--- config.mk ---
export PLATFORM = sky130hd
export DESIGN_NAME = cpu_sequencer
export DESIGN_NICKNAME = d
export VERILOG_FILES = /design/src/rtl/cpu_pkg.sv /design/src/rtl/cc_unit.sv /design/src/rtl/cpu_sequencer.sv
export SDC_FILE = /design/constraint.sdc
export NUM_CORES = 1
export LEC_CHECK = 0
export BUFFER_PORTS_ARGS = -buffer_cell sky130_fd_sc_hd__buf_2
export CORE_MARGIN = 2
export CORE_UTILIZATION = 44
export CTS_CLUSTER_SIZE = 10
export DETAILED_ROUTE_END_ITERATION = 8
export GPL_TIMING_DRIVEN = 0
export PLACE_DENSITY = 0.79
export SYNTH_ARGS = -nofsm -noshare
export SYNTH_HDL_FRONTEND = slang
export SYNTH_SLANG_ARGS = --single-unit
--- constraint.sdc ---
create_clock -name clk -period 2.6 [get_ports clk]
set_input_delay 0.52 -clock clk [delete_from_list [all_inputs] [get_ports clk]]
set_output_delay 0.52 -clock clk [all_outputs]
set_load 0.005 [all_outputs]
--- src/rtl/cpu_pkg.sv ---
// cpu_pkg: shared definitions for the 16-bit processor core.
// Holds the opcode constants, the sequencer state encoding and reset values.
package cpu_pkg;

    localparam int unsigned XLEN = 16;
    localparam int unsigned OPW  = 4;
    localparam int unsigned CCW  = 3;

    localparam logic [XLEN-1:0] PC_RESET_DEFAULT = 16'h3000;
    localparam logic [CCW-1:0]  CC_RESET         = 3'b010;

    localparam logic [OPW-1:0] OP_BR   = 4'b0000;
    localparam logic [OPW-1:0] OP_ADD  = 4'b0001;
    localparam logic [OPW-1:0] OP_AND  = 4'b0101;
    localparam logic [OPW-1:0] OP_NOT  = 4'b1001;
    localparam logic [OPW-1:0] OP_JMP  = 4'b1100;
    localparam logic [OPW-1:0] OP_LEA  = 4'b1110;
    localparam logic [OPW-1:0] OP_TRAP = 4'b1111;

    typedef enum logic [2:0] {
        ST_IDLE   = 3'd0,
        ST_FETCH  = 3'd1,
        ST_DECODE = 3'd2,
        ST_EXEC   = 3'd3,
        ST_HALT   = 3'd4
    } seq_state_e;

endpackage

--- src/rtl/cc_unit.sv ---
// cc_unit: N/Z/P condition-code register and branch-taken evaluation.
// Ports:
//   clk, rst_n            clock, async active-low reset
//   cc_we                 load cc from alu_result this cycle
//   alu_result            value being written back
//   dec_n, dec_z, dec_p   branch condition mask
//   is_br, is_jmp         conditional branch / unconditional jump in EXEC
//   cc                    condition codes {N,Z,P}
//   taken_c               combinational branch-taken indication
module cc_unit
    import cpu_pkg::*;
(
    input  logic            clk,
    input  logic            rst_n,
    input  logic            cc_we,
    input  logic [XLEN-1:0] alu_result,
    input  logic            dec_n,
    input  logic            dec_z,
    input  logic            dec_p,
    input  logic            is_br,
    input  logic            is_jmp,
    output logic [CCW-1:0]  cc,
    output logic            taken_c
);

    logic is_zero;
    assign is_zero = (alu_result == '0);

    // CC register; loaded only by writing instructions
    always_ff @(posedge clk or negedge rst_n) begin
        if (!rst_n) begin
            cc <= CC_RESET;
        end else if (cc_we) begin
            cc <= {alu_result[XLEN-1], is_zero, ~alu_result[XLEN-1] & ~is_zero};
        end
    end

    // Evaluated against the cc held before this cycle; a zero mask never takes
    always_comb begin
        taken_c = is_jmp | (is_br & ((dec_n & cc[2]) | (dec_z & cc[1]) | (dec_p & cc[0])));
    end

endmodule

--- src/rtl/cpu_sequencer.sv ---
// cpu_sequencer: multi-cycle fetch/decode/execute control for the 16-bit core.
// Ports:
//   clk, rst_n               clock, async active-low reset
//   run                      start/continue execution (sampled in IDLE and end of EXEC)
//   mem_req, mem_addr        instruction fetch request / address (= pc)
//   mem_ack, mem_rdata       fetch acknowledge with same-cycle data
//   ir                       instruction register feeding the decoder
//   dec_we_reg, dec_branch   decoder write / branch indications
//   dec_n, dec_z, dec_p      decoder branch-condition mask
//   alu_result, target_addr  writeback value / branch target from the datapath
//   pc, rf_we, cc, halted    program counter, write strobe, condition codes, halt flag
module cpu_sequencer
    import cpu_pkg::*;
#(
    parameter logic [15:0] PC_RESET = PC_RESET_DEFAULT
) (
    input  logic            clk,
    input  logic            rst_n,
    input  logic            run,
    output logic            mem_req,
    output logic [XLEN-1:0] mem_addr,
    input  logic            mem_ack,
    input  logic [XLEN-1:0] mem_rdata,
    output logic [XLEN-1:0] ir,
    input  logic            dec_we_reg,
    input  logic            dec_branch,
    input  logic            dec_n,
    input  logic            dec_z,
    input  logic            dec_p,
    input  logic [XLEN-1:0] alu_result,
    input  logic [XLEN-1:0] target_addr,
    output logic [XLEN-1:0] pc,
    output logic            rf_we,
    output logic [CCW-1:0]  cc,
    output logic            halted
);

    seq_state_e state_q;
    seq_state_e state_d;

    logic [OPW-1:0] opcode;
    logic           in_exec;
    logic           fetch_done;
    logic           cc_we;
    logic           is_br;
    logic           is_jmp;
    logic           taken;

    assign opcode     = ir[XLEN-1:XLEN-OPW];
    assign in_exec    = (state_q == ST_EXEC);
    // mem_req is high only in FETCH, so an ack outside a fetch is ignored
    assign fetch_done = mem_req & mem_ack;
    assign cc_we      = in_exec & dec_we_reg;
    assign is_br      = in_exec & dec_branch & (opcode == OP_BR);
    assign is_jmp     = in_exec & dec_branch & (opcode == OP_JMP);
    assign mem_addr   = pc;
    // Write strobe follows the decoder during the single EXEC cycle
    assign rf_we      = cc_we;

    cc_unit u_cc_unit (
        .clk        (clk),
        .rst_n      (rst_n),
        .cc_we      (cc_we),
        .alu_result (alu_result),
        .dec_n      (dec_n),
        .dec_z      (dec_z),
        .dec_p      (dec_p),
        .is_br      (is_br),
        .is_jmp     (is_jmp),
        .cc         (cc),
        .taken_c    (taken)
    );

    // State register
    always_ff @(posedge clk or negedge rst_n) begin
        if (!rst_n) begin
            state_q <= ST_IDLE;
        end else begin
            state_q <= state_d;
        end
    end

    // Next-state logic
    always_comb begin
        state_d = state_q;
        unique case (state_q)
            ST_IDLE:   if (run) state_d = ST_FETCH;
            ST_FETCH:  if (fetch_done) state_d = ST_DECODE;
            ST_DECODE: state_d = (opcode == OP_TRAP) ? ST_HALT : ST_EXEC;
            ST_EXEC:   state_d = run ? ST_FETCH : ST_IDLE;
            ST_HALT:   state_d = ST_HALT;
            default:   state_d = ST_IDLE;
        endcase
    end

    // Registered state-derived outputs, aligned with the state they describe
    always_ff @(posedge clk or negedge rst_n) begin
        if (!rst_n) begin
            mem_req <= 1'b0;
            halted  <= 1'b0;
        end else begin
            mem_req <= (state_d == ST_FETCH);
            halted  <= (state_d == ST_HALT);
        end
    end

    // PC and IR; a taken branch in EXEC replaces the increment done in FETCH
    always_ff @(posedge clk or negedge rst_n) begin
        if (!rst_n) begin
            pc <= PC_RESET;
            ir <= '0;
        end else if (fetch_done) begin
            pc <= pc + XLEN'(1);
            ir <= mem_rdata;
        end else if (in_exec && taken) begin
            pc <= target_addr;
        end
    end

endmodule

# Yosys cells after proc, flatten, opt, wreduce, memory -nomap -nowiden
# Index checks and enable logic that the tools add are counted.
# W data, S select, Z words.
# word_totals
ff_bits	40
latchBits	0
ram_bits	0
rom_bits	0
input_bits	57
out_inout_bits	54
word_cells	42
n_memories	0
# op_classes
add_sub_neg	1
mul	0
div_mod_pow	0
order_cmp	0
n_eq_ne	8
shift	0
mux	7
n_bitwise	15
n_reduce_logical	5
# ops
operator	count
$mux W16	2
$add A16 B1 Y16 const B	1
$logic_not A16 Y1	1
$pmux W3 S5	1
$and A1 B1 Y1	10
$mux W3	3
$eq A4 B4 Y1 const B	2
$eq A3 B1 Y1 const B	2
$eq A3 B2 Y1 const B	2
$eq A3 B3 Y1 const B	2
$logic_not A4 Y1	1
$logic_not A3 Y1	1
$or A1 B1 Y1	3
$not A1 Y1	2
$reduce_bool A2 Y1	1
$logic_and A1 B1 Y1	1
$mux W1	1

# Longest topological paths before layout
# depth
ltp_word	8
ltp_mapped	7
mapped_depth_nobuf	6

# Modules after synthesis
# A second synthesis with hierarchy kept.
# unflattened
cells_unflattened	231
area_unflattened_um2	2159.6
# modules_own_cells
mod	instances	cells_each	area_each_um2	seq_area_each_um2
cpu_sequencer	1	214	1980.6	928.4
cc_unit	1	17	178.9	76.3

# Least setup slack after synthesis
# No wires, ideal clock.
# synth_timing
kind	input-to-reg
from	input port dec_n
to	register pc[2], in the netlist mem_addr[2]
setup_time_ns	0.123
arrival_time_ns	1.623
t_required_ns	2.477
setup_slack_ns	0.855
path_stages	5
path_buffers	0
cell_sequence	a222oi_1 > o21a_1 > nor2_1 > mux2_2 > o221a_2
# synth_between
elab_chain_len	7
# synth_rtl
element	line_no	text
from (decl)	cpu_sequencer.sv:27	input logic dec_n,
$and A1 B1 Y1	cc_unit.sv:40	taken_c = is_jmp | (is_br & ((dec_n & cc[2]) | (dec_z & cc[1]) | (dec_p & cc[0])));
$or A1 B1 Y1 (2 in series)	cc_unit.sv:40	
$and A1 B1 Y1	cc_unit.sv:40	
$or A1 B1 Y1	cc_unit.sv:40	
$logic_and A1 B1 Y1	cpu_sequencer.sv:115	end else if (in_exec && taken) begin
$reduce_bool A2 Y1 (no line)	--	
to (signal assigned)	cpu_sequencer.sv:113	pc <= pc + XLEN'(1);
to (signal assigned)	cpu_sequencer.sv:116	pc <= target_addr;
to (decl)	cpu_sequencer.sv:32	output logic [XLEN-1:0] pc,
# No other way between the ends.
# A chain may end at the register's enable or synchronous reset.

# Worst setup path after layout
# layout_timing
from	register pc[0], in the netlist mem_addr[0]
to	register pc[8], in the netlist mem_addr[8]
# layout_between
elab_chain_len	2
# layout_rtl
element	line_no	text
$add A16 B1 Y16	cpu_sequencer.sv:113	
$mux W16	cpu_sequencer.sv:112	end else if (fetch_done) begin
# No other way between the ends.

==> results.py <==
metrics = {
    "layout": {
        "fill_cells": 412,
        "multi_input_area_sq_um": 840,
        "area_growth_pct": 35.2,
        "regArea_sq_mm": 0.00100,
        "fin_nets": 396,
        "antennaDiodeCount": 0,
        "drive_gt1_share_pct": 42.8,
    },
    "cts": {
        "clk_pin_slew_ns": 0.08,
        "clock_sink_count": 40,
        "clock-root-buffer": "clkbuf_8",
        "post-cts-setup-buffer-count": 0,
        "hold_buffers": 0,
        "cts_tree": "done",
        "cts_buffers": 5,
        "clk_latency_ns": 0.29,
        "htree_num_levels": 2,
        "cts_buffer_depth": 2,
        "cts-resized-gates": 0,
    },
    "timing": {
        "slew_headroom_pct": 42.3,
        "fin_worst_skew_ns": 0.00988,
        "finalHoldViolCount": 0,
        "min_period_over_period_pct": 77.4,
        "tightestPinTransition_ns": 0.866,
        "period_minus_slack_ns": 2.01,
        "maxClockFrequency_mhz": 497,
        "finalWorstSetupSlack_ns": 0.588,
        "final_max_slew_viol_count": 0,
        "rsz0062_at_grt": "false",
        "setup_viol": 0,
        "setup_tns_ns": 0,
    },
    "global_route": {
        "gr-usage-all-layers_pct": 20.6,
        "grt_pass1_vias": 1851,
        "overflow": 0,
        "grt_max_degree": 41,
        "grt_first_pass_wirelength_mm": 8.40,
        "grt_antenna_before_repair": 0,
    },
    "yosys": {
        "synth_mux_area_share_pct": 2.61,
        "synthSimpleGateAreaFrac_pct": 24.8,
        "synth_area_leaders": "dfrtp_1 46%, nand2_1 11%, buf_4 6.0%",
        "synth_commonest_cells": "59 x nand2_1, 37 x dfrtp_1, 16 x buf_4, 16 x nor2_1, 12 x nor3_1",
        "synth_compound_area_share_pct": 13.3,
        "syn_area_sq_mm": 0.00201,
        "async_flop_share_pct": 100,
        "ys_ff_latch": 40,
        "synth_top_area_cell": "dfrtp_1",
        "synth_most_common_cell": "nand2_1",
        "ys.flop_type": "dfrtp_1",
        "seq_area_frac_synth_pct": 50.0,
        "synth_top_cell_area_share_pct": 46.0,
        "synth.distinct_cells": 43,
        "synthAdderAreaFrac_pct": 0.622,
        "yosysWarnings": 0,
        "synth_top_family_by_area": "simple AND/OR/NAND/NOR gates",
        "synth_edf_count": 0,
        "synth-xor-area-share_pct": 0.436,
        "syn_nets": 279,
        "syn_avg_cell_area_sq_um": 9.10,
        "syn_inst": 221,
    },
    "power_and_ir_drop": {
        "p_per_area_mw_per_mm2": 1020,
        "report.power.total_mw": 2.76,
        "p_leak_nw": 1.43,
        "ir_worst_vdd_mv": 0.539,
    },
    "worst_setup_path": {
        "cp_slowest_cell": "dfrtp_1",
        "r2r-end": "mem_addr[8]",
        "cp_num_buf_inv": 0,
        "critPathKind": "register to register",
        "rr_startpoint": "mem_addr[0]",
        "path_max_fanout": 9,
        "regToRegSetupSlack_ns": 0.59,
        "crit_family": "simple AND/OR/NAND/NOR gates",
        "cp.arrival_ns": 2.21,
        "start_kind": "register",
        "reg2reg_depth": 5,
        "max_stage_delay_ns": 0.50,
        "end_kind": "register",
        "crit_chain": "ha_1, nand4_1, nor3_1, a211oi_1, a311oi_1",
        "critical_path_required_ns": 2.80,
    },
    "job": {
        "maxCapViolations": 0,
    },
    "route": {
        "drc_errors": 0,
        "wirelength_mm": 5.06,
        "firstDrtPassIters": 4,
        "avgRoutedWirePerCell_microns": 12.9,
        "vias_per_cell": 5.06,
        "ant_nets": 0,
        "vias": 1977,
        "drtIter0Drc": 81,
    },
    "floorplanning": {
        "die_area_sq_mm": 0.00513,
        "io_pins": 111,
        "die_h_microns": 71.6,
        "core-area_sq_mm": 0.00438,
        "die_width_microns": 71.6,
        "rows": 24,
        "initial_core_util_pct": 45.9,
    },
    "place": {
        "place_congestion": 0.789,
        "post-dp-hpwl_mm": 3.86,
        "port_buffers": 110,
        "preCtsSetupSlack_ns": 0.531,
    },
    "hold_path": {
        "hold_class": "input pin to async pin",
    },
    "status": {
        "status": "finished clean",
    },
}
## cells in the final DEF (no fill, tap or decap), drive strengths merged, types with 2 or more instances in the layout
cell    Yosys  layout
and4        3       3
dfrtp      37      37
a211oi      8       8
a21oi       8       8
nand3       6       6
buf        18     128
clkbuf      5      11
dfstp       3       3
mux2i       3       3
mux2        2       2
nor3       13      13
a311oi      2       2
nand4       4       4
a41oi       3       3
o31ai       2       2
or2         2       2
nor2       16      16
inv         3       3
o211ai      2       2
clkinv      0       2
nor4        3       3
o21ai       4       4
nand2      59      59
## cell families after synthesis
family / Yosys count
and+or+nand+nor: 111
DFF: 40
AOI/OAI and AO/OA: 37
adders and majority gates: 1
xor gates and xnor gates: 1
buffers and inverters: 26
muxes: 5
## flip-flops by register name (all words and copies together) (netlist names)
name          flops
halted            1
ir               16
mem_addr         16
mem_req           1
state_q           3
u_cc_unit.cc      3
## area by class of cell
type                    instances  area share [%]
flip-flops and latches         40            37.0
multi-input cells             155            30.9
repair buffers                110            20.2
plain buffers                  23            5.71
clock buffers                   6            3.04
well taps                      52            2.39
inverters                       3           0.414
clock inverters                 2           0.368
## per-stage QoR
stage / util, % / instances / hold WS [ns] / area (sq um)
4_1_cts: 62.0 / 391 / 0.382 / 2720
3_3_place_gp: 59.9 / 383 / 0.454 / 2630
6_report: 62.0 / 391 / 0.342 / 2720
5_1_grt: 62.0 / 391 / 0.409 / 2720
2_1_floorplan: - / 221 / 0.224 / 2010
3_5_place_dp: 59.9 / 383 / 0.461 / 2630
## worst register-to-register path: cells and delay by family, from the launching register on
| kind | cells | cell delay, ns |
|---|---|---|
| adders and majority gates | 1 | 0.29 |
| DFF | 1 | 0.50 |
| AOI/OAI and AO/OA | 2 | 0.41 |
| and+or+nand+nor | 2 | 0.73 |
## routing by layer
layer  GRT usage (%)  share of wire [%]
met1            25.8                 42
met2            35.5                 50
met3            5.06                6.9
met4            5.66               0.59
met5               0                  0
## report_power, final
group          switching, mW  internal [mW]
registers              0.299          0.901
clock network          0.211          0.212
logic                  0.504          0.635
## worst max-delay path by stage
stage | to | startpoint | depth (start not counted) | slack [ns]
2_1_floorplan | mem_addr[2] | dec_n | 5 | 0.85
3_3_place_gp | mem_addr[13] | dec_n | 8 | 0.59
3_5_place_dp | mem_addr[13] | dec_n | 8 | 0.53
4_1_cts | mem_addr[8] | mem_addr[0] | 5 | 0.57
5_1_grt | mem_addr[8] | mem_addr[0] | 5 | 0.38
6_report | mem_addr[8] | mem_addr[0] | 5 | 0.59
Power figures use the tool's default switching activity.
